==> src/rtl/fltr_sched_task_2_if.sv <==
// Requester-side bus of the shared bit-filter scheduler.
//   req      per-requester request level
//   frame    packed frames, frame k = frame[k*LEN +: LEN]
//   gnt      one-hot grant of the requester being served
//   busy     scheduler is running a transaction
//   done     one-cycle completion pulse
//   done_id  index of the served requester (valid with done)
//   result   captured filter output, first captured bit in MSB
// master: the requester side. slave: the scheduler.
interface fltr_sched_task_2_if #(
  parameter int N   = 2,
  parameter int LEN = 24
);
  localparam int IDW = (N > 1) ? $clog2(N) : 1;

  logic [N-1:0]     req;
  logic [N*LEN-1:0] frame;
  logic [N-1:0]     gnt;
  logic             busy;
  logic             done;
  logic [IDW-1:0]   done_id;
  logic [LEN-1:0]   result;

  modport master (output req, frame, input gnt, busy, done, done_id, result);
  modport slave  (input req, frame, output gnt, busy, done, done_id, result);
endinterface

==> src/rtl/fltr_sched_task_2.sv <==
// Round-robin sequencer for one shared serial bit filter.
// One requester is granted at a time. The filter is held in reset for CLR_CYC
// cycles, then the frame is streamed MSB-first on flt_in. LEN output bits are
// captured from flt_out, starting FLT_LAT cycles after the first input bit,
// and are returned on result together with a one-cycle done pulse.
// Ports:
//   clk      clock, all logic on posedge
//   reset    synchronous active-low reset
//   bus      requester bus (slave side): req/frame in, gnt/busy/done/done_id/result out
//   flt_rst  active-high reset to the filter
//   flt_in   serial bit to the filter
//   flt_out  serial bit from the filter
module fltr_sched_task_2 #(
  parameter int N       = 2,
  parameter int LEN     = 24,
  parameter int FLT_LAT = 3,
  parameter int CLR_CYC = 2
) (
  input  logic               clk,
  input  logic               reset,
  fltr_sched_task_2_if.slave bus,
  output logic               flt_rst,
  output logic               flt_in,
  input  logic               flt_out
);
  localparam int IDW = (N > 1) ? $clog2(N) : 1;
  localparam int CW  = $clog2(LEN + FLT_LAT + CLR_CYC + 1);

  localparam logic [CW-1:0] CLR_LAST  = CW'(CLR_CYC - 1);
  localparam logic [CW-1:0] FEED_LAST = CW'(LEN - 1);
  localparam logic [CW-1:0] DRN_LAST  = CW'(FLT_LAT - 1);
  localparam logic [CW-1:0] LAT       = CW'(FLT_LAT);

  localparam logic [2:0] S_IDLE  = 3'd0;
  localparam logic [2:0] S_CLEAR = 3'd1;
  localparam logic [2:0] S_FEED  = 3'd2;
  localparam logic [2:0] S_DRAIN = 3'd3;
  localparam logic [2:0] S_DONE  = 3'd4;

  logic [2:0]     state;
  logic [CW-1:0]  cnt;    // cycles spent in the current state
  logic [CW-1:0]  pos;    // cycles since the first FEED cycle
  logic [LEN-1:0] sr;     // frame shift register, MSB drives flt_in
  logic [IDW-1:0] rr;     // highest-priority requester
  logic [IDW-1:0] pick;
  logic           hit;
  logic [LEN-1:0] frm_sel;
  logic           streaming, cap;

  // First requester at or above rr; if none, wrap to the lowest set bit.
  always_comb begin
    hit  = 1'b0;
    pick = '0;
    for (int j = 0; j < N; j++)
      if (!hit && bus.req[j] && IDW'(j) >= rr) begin
        hit  = 1'b1;
        pick = IDW'(j);
      end
    for (int j = 0; j < N; j++)
      if (!hit && bus.req[j]) begin
        hit  = 1'b1;
        pick = IDW'(j);
      end
  end

  always_comb begin
    frm_sel = '0;
    for (int j = 0; j < N; j++)
      if (pick == IDW'(j)) frm_sel = bus.frame[j*LEN +: LEN];
  end

  assign streaming = (state == S_FEED) || (state == S_DRAIN);
  // Capture window is pos in [FLT_LAT, LEN+FLT_LAT-1]: exactly LEN bits.
  assign cap       = streaming && (pos >= LAT);
  assign flt_rst   = !streaming;
  // sr is not shifted on the last FEED cycle, so during DRAIN its MSB is the
  // frame LSB and flt_in simply holds it.
  assign flt_in    = streaming ? sr[LEN-1] : 1'b0;
  assign bus.busy  = (state != S_IDLE);
  assign bus.done  = (state == S_DONE);

  always_ff @(posedge clk) begin
    if (!reset) begin
      state       <= S_IDLE;
      cnt         <= '0;
      pos         <= '0;
      sr          <= '0;
      rr          <= '0;
      bus.gnt     <= '0;
      bus.done_id <= '0;
      bus.result  <= '0;
    end else begin
      if (cap) bus.result <= {bus.result[LEN-2:0], flt_out};
      case (state)
        S_IDLE: if (hit) begin
          sr          <= frm_sel;
          bus.done_id <= pick;
          bus.gnt     <= N'(1) << pick;
          rr          <= (pick == IDW'(N - 1)) ? '0 : pick + IDW'(1);
          cnt         <= '0;
          state       <= S_CLEAR;
        end
        S_CLEAR: begin
          if (cnt == CLR_LAST) begin
            cnt   <= '0;
            pos   <= '0;
            state <= S_FEED;
          end else cnt <= cnt + CW'(1);
        end
        S_FEED: begin
          pos <= pos + CW'(1);
          if (cnt == FEED_LAST) begin
            cnt   <= '0;
            state <= (FLT_LAT == 0) ? S_DONE : S_DRAIN;
          end else begin
            cnt <= cnt + CW'(1);
            sr  <= {sr[LEN-2:0], 1'b0};
          end
        end
        S_DRAIN: begin
          pos <= pos + CW'(1);
          if (cnt == DRN_LAST) begin
            cnt   <= '0;
            state <= S_DONE;
          end else cnt <= cnt + CW'(1);
        end
        S_DONE: begin
          bus.gnt <= '0;
          state   <= S_IDLE;
        end
        default: state <= S_IDLE;
      endcase
    end
  end
endmodule

==> src/flat_wrapper.sv <==
// flat-port wrapper written by rule: the top's interface ports become plain ports
module fltr_sched_task_2_flat 
#(
  parameter int N       = 2,
  parameter int LEN     = 24,
  parameter int FLT_LAT = 3,
  parameter int CLR_CYC = 2
)
  (clk, reset, flt_rst, flt_in, flt_out, bus_req, bus_frame, bus_gnt, bus_busy, bus_done, bus_done_id, bus_result);
  fltr_sched_task_2_if #(.N(N), .LEN(LEN)) bus_i ();
  input  logic clk;
  input  logic reset;
  output logic flt_rst;
  output logic flt_in;
  input  logic flt_out;
  input wire logic [$bits(bus_i.req)-1:0] bus_req;
  input wire logic [$bits(bus_i.frame)-1:0] bus_frame;
  output wire logic [$bits(bus_i.gnt)-1:0] bus_gnt;
  output wire logic [$bits(bus_i.busy)-1:0] bus_busy;
  output wire logic [$bits(bus_i.done)-1:0] bus_done;
  output wire logic [$bits(bus_i.done_id)-1:0] bus_done_id;
  output wire logic [$bits(bus_i.result)-1:0] bus_result;
  assign bus_i.req = bus_req;
  assign bus_i.frame = bus_frame;
  assign bus_gnt = bus_i.gnt;
  assign bus_busy = bus_i.busy;
  assign bus_done = bus_i.done;
  assign bus_done_id = bus_i.done_id;
  assign bus_result = bus_i.result;
  fltr_sched_task_2 #(.N(N), .LEN(LEN), .FLT_LAT(FLT_LAT), .CLR_CYC(CLR_CYC)) u_core (.clk(clk), .reset(reset), .bus(bus_i), .flt_rst(flt_rst), .flt_in(flt_in), .flt_out(flt_out));
endmodule
==> config.mk <==
export PLATFORM = sky130hd
export DESIGN_NAME = fltr_sched_task_2_flat
export DESIGN_NICKNAME = d
export VERILOG_FILES = /design/src/rtl/fltr_sched_task_2_if.sv /design/src/rtl/fltr_sched_task_2.sv /design/src/flat_wrapper.sv
export SDC_FILE = /design/constraint.sdc
export NUM_CORES = 1
export LEC_CHECK = 0
export BUFFER_PORTS_ARGS = -buffer_cell sky130_fd_sc_hd__clkbuf_2
export CORE_MARGIN = 3
export CORE_UTILIZATION = 38
export DETAILED_ROUTE_END_ITERATION = 12
export GPL_ROUTABILITY_DRIVEN = 0
export SLEW_MARGIN = 20
export SYNTH_ARGS = -nofsm -noshare
export SYNTH_HDL_FRONTEND = slang
export SYNTH_SLANG_ARGS = --single-unit
==> constraint.sdc <==
create_clock -name clk -period 1.66 [get_ports clk]
set_input_delay 0 -clock clk [delete_from_list [all_inputs] [get_ports clk]]
set_output_delay 0 -clock clk [all_outputs]
set_load 0.02 [all_outputs]
==> results_dict.tcl <==
set metrics [dict create \
    initial_core_util_pct 39.82 \
    num_rows 32 \
    internal_power_mw 2.676 \
    worstPathArrival_ps 1830 \
    cap_violations 0 \
    synthCells 352 \
    p_seq_share_pct 45.9 \
    cts_tree "done" \
    io_pins 84 \
    hold_path_class "primary input to flip-flop" \
    wire_per_inst_um 13.89 \
    synth_largest_area_cell "dfxtp_1" \
    switching_share_pct 30.69 \
    setup_violations 0 \
    ir_worst_vdd_mv 0.4309 \
    synth_top_area_share_pct 41.43 \
    syn_area_per_cell_um2 8.922 \
    outcome "finished, final reports clean" \
    grt_max_degree 30 \
    cts_made_buffers 9 \
    combPwrFrac_pct 22.5 \
    yosys_warnings 0 \
    p_per_area_mw_per_mm2 951.7 \
    grt_setup_unrepaired "true" \
    grt_use_total_pct 16.95 \
    nNetsFinal 507 \
    post-route-min-period_ps 1596 \
    period_share_pct 96.14 \
    whs_path_depth 4 \
    max-slew-margin-rel_pct 54.63 \
    cts_buffer_depth 2 \
    startpoint_type "flip-flop" \
    timing.fmax_ghz 0.6266 \
    ys_seq_area_share_pct 41.43 \
    cts_sinks 65 \
    synth_area_mm2 0.003141 \
    drt_iter0_markers 112 \
    io_buffers 83 \
    vias 2923 \
    skew_ps 5.209 \
    insertion_delay_ps 340 \
    grt_pass1_wl_mm 13.13 \
    tightest_slew_ps 679.8 \
    rr_worst_depth 5 \
    ys_types 46 \
    clock_power_share_pct 31.5 \
    power.total_mw 3.862 \
    firstDrtPassIters 4 \
    avgViaCountPerCell 5.248 \
    ys_async_sr_fraction_pct 0 \
    fp.dieW_um 96.91 \
    drive_gt1_share_pct 31.21 \
    synth-edff-count 0 \
    area_growth_pct 29.20 \
    remaining_drc_errors 0 \
    dp_hpwl_mm 5.678 \
    cp-end-kind "flip-flop" \
    finalHoldViolations 0 \
    fin_util_pct 51.44 \
    die_h_um 96.91 \
    drtAntennaViolNets 0 \
    antenna_found_initial 0 \
    overflow 0 \
    dieArea_mm2 0.009392 \
    grtUsageMet2_pct 27.44 \
    cts_setup_buffers 0 \
    leakage_nw 1.678 \
    synth_area_leaders "dfxtp_1 41%, mux2i_1 8.0%, a32o_1 7.0%" \
    path_class "flip-flop to flip-flop" \
    path_clk_slew_ps 80 \
    grtUsageMet1_pct 21.61 \
    synth_seq_cells 65 \
    cts_root_buffer "clkbuf_8" \
    diodes 0 \
    slew_viol_final 0 \
    cp_max_fo 11 \
    core_mm2 0.007888 \
    gr-max-usage-layer "met2" \
    cts_max_level 3 \
    power.switching_mw 1.185 \
    synth_ff_type "dfxtp_1" \
    grt_use_met3_pct 6.128 \
    grt_pass1_vias 2780 \
    critPathRequiredTime_ps 1900 \
    drt_wl_total_mm 7.736 \
    syn-num-nets 409 \
]
worst max-delay path: stages, from the launching register on:
cell	delay [ps]
dfxtp_4	360
or3_4	400
o21bai_4	200
and3_4	170
buf_6	140
a22o_1	220
final cells by class:
type	count	area (um^2)
clock buffers	9	123.9
fillers	777	3830
flip-flops and latches	65	1309
clock inverters	7	55.05
repair buffers	111	688.2
well taps	102	127.6
multi-input cells	231	1634
inverters	32	120.1
cell usage after synthesis, types with 3 or more instances:
master,number
dfxtp_1,65
inv_1,32
nor2_1,32
o21ai_0,27
mux2i_1,25
nand2b_1,24
a32o_1,22
o211ai_1,22
clkbuf_1,16
nand2_1,11
nand3_1,7
a21oi_1,6
a31oi_1,5
buf_6,4
ha_1,4
and3_1,3
buf_2,3
nand4_1,3
nor3_1,3
or4_1,3
kinds of logic after synthesis:
| family | synth area share (%) |
|---|---|
| AO/OA/AOI/OAI | 23.82 |
| AND/OR/NAND/NOR | 17.37 |
| flip-flops | 41.43 |
| buffers and inverters | 7.809 |
| multiplexers | 7.968 |
| adder cells (fa/ha/maj) | 1.594 |
worst paths after layout:
kind	startpoint	end	slack [ps]
max reg2reg	u_core.state[0]	u_core.sr[23]	60
min	bus_frame[24]	u_core.sr[0]	50
max	u_core.state[0]	u_core.sr[23]	60
min reg2reg	u_core.sr[9]	u_core.sr[9]	460
power by group through the flow:
stage | Clock, mW | Combinational [mW] | Sequential (mW)
4_1_cts | 1.27 | 0.859 | 1.77
2_1_floorplan | 0 | 0.540 | 1.80
3_3_place_gp | 0 | 0.835 | 1.80
6_report | 1.22 | 0.870 | 1.77
5_1_grt | 1.35 | 0.965 | 1.79
3_5_place_dp | 0 | 0.851 | 1.81
stage by stage:
step                      std cells  setup TNS, ps  cell area, um^2  setup slack, ps  hold slack [ps]
final                           557              0             4058            64.00            50.23
after detailed placement        539              0             3817            13.90            254.1
after global routing            557         -34.06             4058           -15.14            62.42
after floorplan                 352         -835.5             3149           -41.78            108.7
after CTS                       557              0             4018            9.771            25.81
after global placement          539              0             3817            38.87            240.1
sequential cells by signal (all words and copies together), names as in the netlist:
name / cells
u_core.bus.result: 24
u_core.sr: 24
u_core.cnt: 5
u_core.pos: 5
u_core.state: 3
u_core.bus.gnt: 2
u_core.bus.done_id: 1
u_core.rr: 1
placed cells by master, fill, tap and decap left out, types with 7 or more instances in the layout:
master and count:
mux2i_1 25, inv_1 32, nand2b_1 24, o211ai_1 22, clkbuf_2 83, dfxtp_1 61, a32o_1 22, nor2_1 32
o21ai_0 27, nand3_1 7, clkbuf_8 9, buf_4 20, nand2_1 10
metal layers:
metal	part of all wire, %	vias to the layer above
li1	-	1467
met3	4.2	7
met5	0	-
met4	0.62	0
met2	49	52
met1	46	1397
what timing repair did:
action | CTS | global route
resized for setup | 1 | 14
hold buffers | 2 | 0
setup endpoints to repair | 1 | 50
pin swaps | 0 | 5
endpoints found under the hold margin | 3 | 0
No activity file was read; power rests on OpenSTA's default activity.
